**config.mk**
```make
export PLATFORM = sky130hd
export DESIGN_NAME = qrisc32_if_prefetch
export DESIGN_NICKNAME = d
export VERILOG_FILES = /design/src/rtl/qrisc32_if_prefetch.sv
export SDC_FILE = /design/constraint.sdc
export NUM_CORES = 1
export LEC_CHECK = 0
export ABC_CLOCK_PERIOD_IN_PS = 3800
export CELL_PAD_IN_SITES_DETAIL_PLACEMENT = 0
export CELL_PAD_IN_SITES_GLOBAL_PLACEMENT = 1
export CORE_AREA = 2 2 146 291
export CTS_CLUSTER_SIZE = 28
export DETAILED_ROUTE_END_ITERATION = 10
export DIE_AREA = 0 0 148 293
export GPL_ROUTABILITY_DRIVEN = 0
export PLACE_DENSITY = 0.7
export SLEW_MARGIN = 20
export SYNTH_ARGS = -nofsm -noshare
export SYNTH_HDL_FRONTEND = slang
export SYNTH_SLANG_ARGS = --single-unit
```
**constraint.sdc**
```tcl
create_clock -name clk -period 3.8 [get_ports clk]
set_input_delay 0.76 -clock clk [delete_from_list [all_inputs] [get_ports clk]]
set_output_delay 0.76 -clock clk [all_outputs]
set_load 0.01 [all_outputs]
```
**src/rtl/qrisc32_if_prefetch.sv**
```systemverilog
// Instruction-fetch stage with a prefetch FIFO: pipelines up to DEPTH reads on the
// instruction bus, buffers {pc,instr} pairs and drops stale responses after a redirect.
module qrisc32_if_prefetch #(
  parameter int ADDR_W = 32,
  parameter int DATA_W = 32,
  parameter int DEPTH = 4,
  parameter logic [ADDR_W-1:0] RESET_PC = '0
) (
  input  logic                        clk,
  input  logic                        areset,
  output logic [ADDR_W-1:0]           imem_address,
  output logic                        imem_rd,
  input  logic                        imem_wait_req,
  input  logic [DATA_W-1:0]           imem_data_r,
  input  logic                        imem_data_valid,
  input  logic                        pipe_stall,
  input  logic                        new_address_valid,
  input  logic [ADDR_W-1:0]           new_address,
  output logic [DATA_W-1:0]           instruction,
  output logic [ADDR_W-1:0]           pc,
  output logic                        instr_valid,
  output logic [$clog2(DEPTH):0]      fifo_level
);

  localparam int PTR_W = $clog2(DEPTH);
  localparam int LVL_W = PTR_W + 1;

  logic [ADDR_W-1:0] fetchPc_q, fetchPc_d;
  logic [ADDR_W-1:0] respPc_q, respPc_d;
  logic [PTR_W-1:0]  rdPtr_q, rdPtr_d;
  logic [PTR_W-1:0]  wrPtr_q, wrPtr_d;
  logic [LVL_W-1:0]  level_q, level_d;
  logic [LVL_W-1:0]  outst_q, outst_d;
  logic [LVL_W-1:0]  drop_q, drop_d;

  logic [ADDR_W-1:0] pcMem [DEPTH];
  logic [DATA_W-1:0] instrMem [DEPTH];

  logic [LVL_W-1:0]  live;
  logic [LVL_W:0]    credit;
  logic              reqEn;
  logic              accept;
  logic              push;
  logic              pop;
  logic              fifoValid;
  logic [ADDR_W-1:0] target;

  // Credit counts buffered words plus non-stale reads, so a push never meets a full FIFO.
  always_comb begin
    live      = outst_q - drop_q;
    credit    = {1'b0, level_q} + {1'b0, live};
    fifoValid = (level_q != '0);
    reqEn     = ~areset & ~new_address_valid
                & (credit < (LVL_W+1)'(DEPTH))
                & (outst_q < LVL_W'(DEPTH));
    accept    = reqEn & ~imem_wait_req;
    push      = imem_data_valid & (drop_q == '0) & ~new_address_valid;
    pop       = fifoValid & ~pipe_stall & ~new_address_valid;
    target    = {new_address[ADDR_W-1:2], 2'b00};
  end

  always_comb begin
    fetchPc_d = fetchPc_q;
    respPc_d  = respPc_q;
    rdPtr_d   = rdPtr_q;
    wrPtr_d   = wrPtr_q;
    level_d   = level_q;
    outst_d   = outst_q + LVL_W'(accept) - LVL_W'(imem_data_valid);
    drop_d    = drop_q;
    if (new_address_valid) begin
      fetchPc_d = target;
      respPc_d  = target;
      rdPtr_d   = '0;
      wrPtr_d   = '0;
      level_d   = '0;
      drop_d    = outst_q - LVL_W'(imem_data_valid);
    end else begin
      if (accept) fetchPc_d = fetchPc_q + ADDR_W'(4);
      if (push) begin
        respPc_d = respPc_q + ADDR_W'(4);
        wrPtr_d  = wrPtr_q + PTR_W'(1);
      end
      if (pop) rdPtr_d = rdPtr_q + PTR_W'(1);
      level_d = level_q + LVL_W'(push) - LVL_W'(pop);
      if (imem_data_valid && drop_q != '0) drop_d = drop_q - LVL_W'(1);
    end
  end

  always_ff @(posedge clk or posedge areset) begin
    if (areset) begin
      fetchPc_q <= RESET_PC;
      respPc_q  <= RESET_PC;
      rdPtr_q   <= '0;
      wrPtr_q   <= '0;
      level_q   <= '0;
      outst_q   <= '0;
      drop_q    <= '0;
    end else begin
      fetchPc_q <= fetchPc_d;
      respPc_q  <= respPc_d;
      rdPtr_q   <= rdPtr_d;
      wrPtr_q   <= wrPtr_d;
      level_q   <= level_d;
      outst_q   <= outst_d;
      drop_q    <= drop_d;
    end
  end

  always_ff @(posedge clk) begin
    if (push) begin
      pcMem[wrPtr_q]    <= respPc_q;
      instrMem[wrPtr_q] <= imem_data_r;
    end
  end

  assign imem_rd      = reqEn;
  assign imem_address = fetchPc_q;
  assign instr_valid  = fifoValid;
  assign instruction  = fifoValid ? instrMem[rdPtr_q] : '0;
  assign pc           = fifoValid ? pcMem[rdPtr_q] : respPc_q;
  assign fifo_level   = level_q;

  // A response that would land in a full FIFO means the memory broke the request protocol.
  assert property (@(posedge clk) disable iff (areset)
    !(push && !pop && level_q == LVL_W'(DEPTH)));

endmodule
```
==> results of run 1 <==
-- path summary, 6_finish.rpt --
| path | to | slack [ns] |
|---|---|---|
| max in group asynchronous | respPc_q[12]$_DFFE_PP0N_ | 2.76 |
| hold / removal | fifo_level[2]$_DFF_PP0_ | 0.56 |
| min in group asynchronous | fifo_level[2]$_DFF_PP0_ | 0.65 |
| hold reg to reg | outst_q[0]$_DFF_PP0_ | 0.56 |
| setup reg to reg | outst_q[2]$_DFF_PP0_ | 0.23 |
| setup / recovery | imem_rd | 0.16 |
-- power groups by stage --
| stage | sequential [mW] | clock, mW | combinational, mW |
|---|---|---|---|
| finish | 4.33 | 2.88 | 3.27 |
| global route | 4.37 | 3.09 | 3.57 |
| CTS | 4.34 | 2.97 | 3.38 |
| detailed placement | 4.41 | 0 | 3.36 |
| global placement | 4.40 | 0 | 3.33 |
| floorplan | 4.30 | 0 | 1.88 |
-- layout make-up --
cell class              count  area, um^2
inverters                  30       112.6
clock buffers              37       755.7
fillers                  3776       23730
flip-flops and latches    321        9279
clock inverters            15       161.4
repair buffers            192        1967
well taps                 535       669.4
multi-input cells         490        4318
-- routing by layer --
metal	part of all wire	up-vias	global-route usage
met5	0	-	0
met4	0.033	0	0.05923
met3	0.043	63	0.01693
met2	0.57	251	0.2960
met1	0.36	4132	0.1646
li1	-	3735	-
-- logic make-up (layout without fill, tap and decap cells) --
| family | Yosys count | after routing | synth area share |
|---|---|---|---|
| buffers and inverters | 75 | 274 | 0.02182 |
| flip-flops | 321 | 321 | 0.6710 |
| AO/OA/AOI/OAI | 83 | 83 | 0.03630 |
| adder cells (fa/ha/maj) | 20 | 20 | 0.01973 |
| other | 1 | 4 | 0.0002713 |
| multiplexers | 102 | 102 | 0.1329 |
| AND/OR/NAND/NOR | 239 | 239 | 0.09143 |
| XOR/XNOR | 42 | 42 | 0.02661 |
-- sequential cells by signal, summed over array words and instances, names as in the netlist --
register,flops
instrMem,128
pcMem,120
imem_address,30
respPc_q,30
drop_q,3
fifo_level,3
outst_q,3
rdPtr_q,2
wrPtr_q,2
-- repair_timing --
item,4_1_cts,5_1_grt
endpoints found under the hold margin,0,0
pin swaps,2,4
gates cloned,0,0
setup buffers,0,1
resized for setup,6,1
setup endpoints to repair,1,2
-- placed cells by master, fill, tap and decap left out, types with 32 or more instances in the layout --
cell,synthesis,routed
nor2b_1,34,34
edfxtp_1,248,248
nand3_1,42,42
nor2_1,33,33
dfrtp_1,73,71
mux4_2,62,62
nand2_1,52,52
mux2_2,32,32
clkdlybuf4s50_1,0,162
o21ai_0,42,42
==> out/metrics.yaml, run 1 <==
routing:
  drc: 0
  vias: 8181
  viasPerCell: 5.050
  drtAntennaViolNets: 0
  drt_iter0_drc: 461
  routed_wl_mm: 32.68
  avgRoutedWirePerCell_um: 20.17
  drt_pass1_iterations: 5
cells_and_area:
  fin_cells: 1620
  diodes: 0
  num-nets-final: 1153
  finalInstanceArea_um2: 17260
  syn_to_final_growth_pct: 24.89
  fin_util: 0.4212
  drive_above_1_share: 0.1733
critical_path:
  start_kind: "flop"
  path_class: "flop to output port"
  cp_num_cells: 10
  crit_path_max_fanout: 2
  worstReg2RegStart: "outst_q[0]$_DFF_PP0_"
  rr_worst_depth: 17
  cp_cell_sequence: "inv_2, ha_2, inv_1, fa_2, xor2_1, xnor2_1, ha_1, or4_4, nor4_4, buf_2"
  cp-end-kind: "output port"
  cp-startpoint: "outst_q[0]$_DFF_PP0_"
  crit_buf_inv: 3
  path_delay_family: "adder cells"
  cp.required_ns: 3.04
  slowest_delay_ns: 0.46
  cp.arrival_ns: 2.88
  critPathSlowestCell: "or4_4"
grt:
  grt_start_max_net_pins: 74
  grt_util_all_layers: 0.1519
  grt_pass1_vias: 8664
  grt_overflow: 0
  grt_pass1_wl_mm: 50.48
  antenna_found_initial: 0
logic_synthesis:
  post-synth-top-count-cell: "edfxtp_1"
  syn_avg_cell_area_um2: 15.65
  synth_flop_cell: "edfxtp_1"
  synth-seq-area-share: 0.6710
  netlist_instances: 883
  synth_top_area_cell: "edfxtp_1"
  synth-seq-cells: 321
  async_flop_share: 0.2274
  syn_area_um2: 13820
  synth_edf_count: 248
  synth_top_area_frac: 0.5388
  synth_cell_types: 49
  synthTopCellsByCount: "edfxtp_1 (248), dfrtp_1 (73), mux4_2 (62)"
  ys_top_cells_by_area: "edfxtp_1 (54%), dfrtp_1 (13%), mux4_2 (10%), mux2_2 (2.6%), ha_1 (1.5%)"
  ys_warn_count: 0
placement:
  io_buffers: 164
  dpl_cell_area_um2: 16330
  dp_hpwl_mm: 21.87
  dp.cells: 1567
  pre_cts_ws_ns: 0.05308
cts:
  cts_tree: "done"
  clockBufferDepth: 3
  numCtsBuffers: 28
  clkLatencyLatePin_ns: 0.55
  cts-root-buf: "clkbuf_16"
  htree_num_levels: 1
  path_clk_slew_ns: 0.07
  postCtsHoldBufs: 0
  cts.sinks: 321
timing:
  setup_viol: 0
  worst_slew_pin_slew_ns: 0.8598
  fmax_mhz: 274.4
  min_period_ns: 3.644
  layout_setup_ws_ns: 0.1560
  rsz0062_at_grt: "no"
  fin_crit_sh: 0.9589
  finalHoldViolCount: 0
  maxSlewViolCount: 0
  hold_ws_ns: 0.5575
  skew_ns: 0.01334
  fin_tns_setup_ns: 0
  slew_headroom: 0.4215
floorplan:
  core_um2: 40990
  ios: 171
  rows: 105
  die_w_um: 148
  dieArea_um2: 43360
  initial_core_util: 0.3372
  die_h_um: 293
power:
  p_sw_mw: 3.034
  swShare: 0.2893
  internal_power_mw: 7.452
  ir_drop_mv: 0.3375
  pwr-share-seq: 0.413
  combPwrFrac: 0.312
  p_total_mw: 10.49
  p_per_area_nw_per_um2: 607.5
  leakage_nw: 5.771
  clkPwrFrac: 0.274
outcome:
  status: "finished clean"
hold_path:
  min_from: "new_address_valid"
  holdPathStages: 2
  hold_class: "input pin to flop"
flow_run:
  max-cap-violations: 0
No activity file was read; power rests on OpenSTA's default activity.
==> inputs of run 2 (changes only) <==
--- a/config.mk
+++ b/config.mk
@@ -6,13 +6,14 @@
 export NUM_CORES = 1
 export LEC_CHECK = 0
-export ABC_CLOCK_PERIOD_IN_PS = 3800
+export ABC_CLOCK_PERIOD_IN_PS = 4000
 export CELL_PAD_IN_SITES_DETAIL_PLACEMENT = 0
 export CELL_PAD_IN_SITES_GLOBAL_PLACEMENT = 1
 export CORE_AREA = 2 2 146 291
+export CTS_BUF_LIST = sky130_fd_sc_hd__clkbuf_8
 export CTS_CLUSTER_SIZE = 28
 export DETAILED_ROUTE_END_ITERATION = 10
 export DIE_AREA = 0 0 148 293
 export GPL_ROUTABILITY_DRIVEN = 0
-export PLACE_DENSITY = 0.7
+export PLACE_DENSITY = 0.68
 export SLEW_MARGIN = 20
 export SYNTH_ARGS = -nofsm -noshare
==> constraint.sdc (replaced) <==
create_clock -name clk -period 4 [get_ports clk]
set_input_delay 1.2 -clock clk [delete_from_list [all_inputs] [get_ports clk]]
set_output_delay 1.2 -clock clk [all_outputs]
set_load 0.01 [all_outputs]
==> out/metrics.yaml, run 2 (synthesis gave the netlist of run 1 again) <==
outcome:
  status: "finished with violations"  # was finished clean
  violations: "setup timing"
floorplan:
  core_um2: 40990  # unchanged
  rows: 105  # unchanged
  die_w_um: 148  # unchanged
  ios: 171  # unchanged
  dieArea_um2: 43360  # unchanged
  initial_core_util: 0.3372  # unchanged
  die_h_um: 293  # unchanged
timing:
  maxSlewViolCount: 0  # unchanged
  skew_ns: 0.02183  # was 0.01334 ns
  finalHoldViolCount: 0  # unchanged
  rsz0062_at_grt: "yes"  # was no
  layout_setup_ws_ns: -0.06405  # was 0.1560 ns
  fin_crit_sh: 1.016
  hold_ws_ns: 0.5618  # was 0.5575 ns
  worst_slew_pin_slew_ns: 0.9809  # was 0.8598 ns
  setup_viol: 1  # was 0
  slew_headroom: 0.3437  # was 0.4215
  fin_tns_setup_ns: -0.06405  # was 0 ns
  min_period_ns: 4.064
  fmax_mhz: 246.1
critical_path:
  cp_num_cells: 10  # unchanged
  cp_cell_sequence: "inv_2, ha_1, inv_2, fa_2, xor2_2, xnor2_1, ha_1, or4_4, nor4_4, buf_2"  # was inv_2, ha_2, inv_1, fa_2, xor2_1, xnor2_1, ha_1, or4_4, nor4_4, buf_2
  slowest_delay_ns: 0.44  # was 0.46 ns
  rr_worst_depth: 18  # was 17
  critPathSlowestCell: "or4_4"  # unchanged
  path_delay_family: "adder cells"  # unchanged
  worstReg2RegStart: "outst_q[0]$_DFF_PP0_"  # unchanged
  crit_buf_inv: 3  # unchanged
  reg2reg_to: "outst_q[2]$_DFF_PP0_"  # unchanged
  cp-end-kind: "output port"  # unchanged
  start_kind: "flop"  # unchanged
  r2r_setup_slack_ns: 0.24  # was 0.23 ns
  cp.required_ns: 2.80  # was 3.04 ns
  cp-startpoint: "outst_q[0]$_DFF_PP0_"  # unchanged
  path_class: "flop to output port"  # unchanged
  cp.arrival_ns: 2.86  # was 2.88 ns
  crit_path_max_fanout: 2  # unchanged
  crit_end: "imem_rd"  # unchanged
routing:
  drc: 0  # unchanged
  avgRoutedWirePerCell_um: 20.20  # was 20.17 um
  drt_iter0_drc: 465  # was 461
  viasPerCell: 5.007  # was 5.050
  drtAntennaViolNets: 0  # unchanged
  routed_wl_mm: 33.49  # was 32.68 mm
  drt_pass1_iterations: 6  # was 5
  vias: 8302  # was 8,181
grt:
  grt_start_max_net_pins: 66  # was 74
  grt_most_used_layer: "met2"  # unchanged
  antenna_found_initial: 1  # was 0
  use_met3: 0.02360  # was 0.01693
  grt_use_met2: 0.3049  # was 0.2960
  use_met1: 0.1606  # was 0.1646
  grt_overflow: 0  # unchanged
  grt_util_all_layers: 0.1562  # was 0.1519
  grt_pass1_vias: 8881  # was 8,664
  grt_pass1_wl_mm: 51.38  # was 50.48 mm
cts:
  path_clk_slew_ns: 0.07  # about the same
  cts-root-buf: "clkbuf_8"  # was clkbuf_16
  cts.sinks: 321  # unchanged
  clockBufferDepth: 3  # unchanged
  cts_tree: "done"  # unchanged
  numCtsBuffers: 45  # was 28
  htree_num_levels: 2  # was 1
  clkLatencyLatePin_ns: 0.58  # was 0.55 ns
placement:
  io_buffers: 164  # unchanged
  dp_hpwl_mm: 22.01  # was 21.87 mm
hold_path:
  hold_class: "flop to flop"  # was input pin to flop
power:
  leakage_nw: 5.926  # was 5.771 nW
  p_per_area_nw_per_um2: 586.6  # was 607.5 nW/um^2
  ir_drop_mv: 0.3734  # was 0.3375 mV
flow_run:
  max-cap-violations: 0  # unchanged
cells_and_area:
  top_regs: "instrMem x128, pcMem x120"  # unchanged
  final_common_cell: "edfxtp_1"  # unchanged
  largest_register_ffs: 128  # unchanged
  layout_common_cells: "edfxtp_1 (248), clkdlybuf4s50_1 (162), dfrtp_1 (71)"  # unchanged
  fin_util: 0.4255  # was 0.4212
  regMostFlops: "instrMem"  # unchanged
  num-nets-final: 1176  # was 1,153
  drive_above_1_share: 0.1961  # was 0.1733
  syn_to_final_growth_pct: 26.20  # was 24.89%
## run 2: stage by stage
step | worst slack, ns | instance area [um^2] | std cells | power, mW
final | -0.06405 | 17440 | 1658 | 10.23
after global routing | -0.1817 | 17440 | 1658 | 10.76
after CTS | -0.1275 | 17430 | 1657 | 10.42
after detailed placement | -0.2787 | 16360 | 1572 | 7.413
after global placement | -0.2781 | 16360 | 1572 | 7.385
after floorplan | -0.001443 | 13860 | 886 | 5.870
## run 2: how the worst min path moves through the flow
stage	start	end	slack (ns)	cells past startpoint
final	drop_q[1]$_DFFE_PP0P_	drop_q[1]$_DFFE_PP0P_	0.56	2
after detailed placement	drop_q[1]$_DFFE_PP0P_	drop_q[1]$_DFFE_PP0P_	0.55	2
after global placement	drop_q[1]$_DFFE_PP0P_	drop_q[1]$_DFFE_PP0P_	0.54	2
after global routing	imem_address[31]$_DFFE_PP0P_	imem_address[31]$_DFFE_PP0P_	0.62	2
after floorplan	outst_q[0]$_DFF_PP0_	outst_q[0]$_DFF_PP0_	0.48	1
after CTS	drop_q[1]$_DFFE_PP0P_	drop_q[1]$_DFFE_PP0P_	0.57	2
## run 2: worst register-to-register path, stage by stage (launching register included)
cell     delay, ns
dfrtp_1       0.39
inv_2         0.06
ha_1          0.15
inv_2         0.04
fa_2          0.34
xor2_2        0.15
xnor2_1       0.14
ha_1          0.29
or4_4         0.44
buf_4         0.16
nor4b_4       0.31
inv_2         0.06
ha_1          0.26
inv_1         0.05
ha_1          0.12
inv_1         0.05
fa_2          0.37
xnor2_2       0.15
xnor2_1       0.12
## run 2: where the power goes
| part | leakage, nW | internal [mW] | total [mW] | switching (mW) |
|---|---|---|---|---|
| sequential | 3.12 | 3.83 | 4.08 | 0.250 |
| clock | 0.562 | 1.68 | 2.94 | 1.26 |
| combinational | 2.24 | 1.77 | 3.21 | 1.44 |
| total | 5.93 | 7.28 | 10.2 | 2.96 |
## run 2: repair_timing
action / in CTS / in global routing
setup buffers: 2 / 0
gates resized for setup: 9 / 2
setup endpoints to repair: 31 / 1
cloned: 0 / 0
pin swaps: 4 / 1
hold buffers: 0 / 0
## run 2: cell type report
class,instances,area [um^2]
antenna,1,2.502
clock buffer,50,688.2
clock inverter,33,355.3
fill,3777,23550
inverter,30,112.6
multi-input combinational,490,4308
sequential,321,9279
tap,535,669.4
timing repair buffer,198,2028
## run 2: routing by layer
metal	share of wire	vias up
met2	0.56	235
met1	0.35	4217
met3	0.041	64
met4	0.041	0
li1	-	3786
met5	0	-
==> inputs of run 3 (changes only) <==
ABC_AREA = 0   (was unset)
==> results of run 3 <==
Same layout as run 2: the final DEF is identical, and so are final timing and power.
==> edit 1 (config.mk and constraints of run 2) <==
`DEPTH`: 4 -> 2.
--- a/src/rtl/qrisc32_if_prefetch.sv
+++ b/src/rtl/qrisc32_if_prefetch.sv
@@ -4,5 +4,5 @@
   parameter int ADDR_W = 32,
   parameter int DATA_W = 32,
-  parameter int DEPTH = 4,
+  parameter int DEPTH = 2,
   parameter logic [ADDR_W-1:0] RESET_PC = '0
 ) (
Interface: changed (resized fifo_level); port bits go from 171 to 170. No check against the original RTL was run, so the function may have changed too.
==> edit 1 against run 2 <==
Non-clock buffer count down 13. Power down 46%. Count of clock-buffer cells in the layout down 31. Worst setup slack gained 0.28 ns. Sequential cell count is 129 lower. Critical path depth shrank 5. Design area fell by 34%. Register-to-register slack better by 0.93 ns. Area after synthesis down 36%. Wire length shrank 28%. Critical endpoint is now pc[29]. Largest cell class unchanged.
==> edit 1: results (changes against run 2) <==
P_leak 4.02 nW (-32%); ant diodes 2 (+1); initial antenna violation count 3 (+2); share of post-route cells with drive strength above 1 0.0861 (-0.110); Worst Reg-to-Reg Cells 12 (-6); fill cell count 4265 (+13%); WHS Endpoint outst_q[0]; WL/cell 16.6 um (-18%); Slowest cell on crit path clkdlybuf4s50_1; Post-synth top cells edfxtp_1 (124), nand2_1 (85), dfrtp_1 (68); placed insts 1407 (-10%); Int Power 0.00375 W (-48%); largest net degree at the start of global routing 69 (+4.5%); hold path depth 1 (-1); xor and xnor area share after synthesis 0.0419 (+0.0153); pre-CTS setup slack 0.284 ns (+0.563 ns); Worst-path clk slew 0.10 ns (+0.03 ns); CP peak stage delay 0.61 ns (+0.17 ns); P_seq 0.00255 W (-38%); comb_multi_in 480 (-2.0%); Largest regs instrMem: 64 flops, pcMem: 60 flops; vias in the first global route 6283 (-29%); FFs & Latches 192 (-40%); Worst-Skew Late Latency 0.49 ns (-0.09 ns); nets@finish 973 (-17%); status completed
-- edit 1: timing repair --
item | 4_1_cts | 5_1_grt
gates cloned | 0 | 1
endpoints found under the hold margin | 0 | 0
endpoints found under the setup margin | 3 | 13
pin swaps | 0 | 1
resized for setup | 1 | 0
buffers inserted | 1 | 0
-- edit 1: critical path, delay by kind of cell, from the launching register on --
| kind | cells | cell delay, ns |
|---|---|---|
| buffers and inverters | 2 | 0.85 |
| and+or+nand+nor | 2 | 0.54 |
| AOI/OAI and AO/OA | 1 | 0.14 |
| DFF | 1 | 0.54 |
-- edit 1: per-layer routing --
metal  wire (um)  share of wire  global-route usage
met4         737          0.031              0.0534
met5          14        0.00058                   0
met2       13500           0.56               0.211
met1        8760           0.37               0.109
met3         941          0.039              0.0236
-- edit 1: cells by family after synthesis --
kind of cell	count (synthesis)
DFF	192
AOI/OAI and AO/OA	107
muxes	72
adders and majority gates	10
other	1
and+or+nand+nor	244
buffers and inverters	54
xor gates and xnor gates	42
==> edit 2 (flow settings as in run 2) <==
Made on the original files. Reset style: synchronous (`areset`), changed in one clocked block.
--- a/src/rtl/qrisc32_if_prefetch.sv
+++ b/src/rtl/qrisc32_if_prefetch.sv
@@ -87,5 +87,5 @@
   end
 
-  always_ff @(posedge clk or posedge areset) begin
+  always_ff @(posedge clk) begin
     if (areset) begin
       fetchPc_q <= RESET_PC;
Behaviour: differs if areset is asserted again (counterexample within 4 cycles, from zero or initial values and one cycle with areset high); with areset held inactive, the same outputs for 4 cycles.
==> edit 2 against run 2 <==
Design area shrank 1.6%. Area after synthesis shrank 0.66%. Utilization shrank 0.69 points. Count of clock-buffer cells in the layout is the same. Wire length shrank 3.4%. Worst setup slack gained 0.14 ns. Sequential cell count grew 2. Largest cell class unchanged.
Power is not compared: it rests on default switching activity, and its combinational part moved more than twofold at a synthesized area within 25%.
==> edit 2: results (changes against run 2) <==
ys async rst share 0 (-0.227); FF-to-FF Start outst_q[0]; Worst IR Drop VDD 0.234 mV; Post-synth top cells edfxtp_1 (248), dfxtp_1 (75), mux4_2 (62); Worst Reg-to-Reg Cells 19 (+1); Synth area leaders edfxtp_1 (54%), dfxtp_1 (11%), mux4_2 (10%), mux2_2 (2.5%), xor2_1 (2.0%); M2 GR Usage 0.289 (-0.0157); Yosys cell types 59 (+20%); Detailed Place HPWL 21500 um (-2.3%); relative slew slack 0.315 (-0.0288); share of post-route cells with drive strength above 1 0.185 (-0.0107); pre-CTS setup slack -0.00423 ns (+0.274 ns); GRT met3 Usage 0.0224 (-0.00124); postcts setup bufs 4 (+2); worst hold slack 0.511 ns (-0.0512 ns); vias in the first global route 8817 (-0.72%); clock skew 0.0202 ns (-0.00160 ns); 1st-pass router iterations 5 (-1); Post-Route WL 32300 um (-3.4%); Synth Instances 908 (+2.8%); capturing point of the worst reg2reg path outst_q[2]; post-CTS sizing 6 (-3); R2R setup slack 0.31 ns (+0.07 ns); Total GRT Usage 0.151 (-0.00534); M1 wire length 12100 um (+2.4%); status completed; initial DRC count 464 (-0.22%); arrival time at the worst endpoint 2.73 ns (-0.13 ns); Worst Hold Launch imem_address[21]; length of routed met3 wiring 1230 um (-11%); Final Critical Period 3.93 ns (-0.136 ns); clock power share 0.358; largest net degree at the start of global routing 65 (-1.5%); Seq/Total Area, Yosys 0.652 (-0.0192); Inserted Clock Buffers 46 (+2.2%); DR WL met2 17900 um (-5.3%); nets@finish 1194 (+1.5%); area post-placement 16200 um2 (-0.89%); first-pass GRT wire length 50600 um (-1.5%); WHS Endpoint imem_address[21]; post-DR vias/cell 4.99 (-0.40%)
## edit 2: logic make-up (layout without fill, tap and decap cells)
| group | count (synthesis) | after routing | synth area share |
|---|---|---|---|
| flops | 323 | 323 | 0.652 |
| mux | 95 | 95 | 0.129 |
| fa+ha+maj | 20 | 20 | 0.0199 |
| other cells | 1 | 5 | 0.000273 |
| simple gates | 232 | 232 | 0.0925 |
| xor+xnor | 49 | 49 | 0.0313 |
| compound gates | 104 | 104 | 0.0499 |
| buf+inv | 84 | 311 | 0.0258 |
## edit 2: final cells by class
cell class / instances / area (um2)
clock buffers: 50 / 688
repair buffers: 197 / 2030
multi-input cells: 504 / 4470
well taps: 535 / 669
fillers: 3844 / 23800
clock inverters: 32 / 223
diodes: 1 / 2.50
flip-flops and latches: 323 / 8960
inverters: 32 / 120
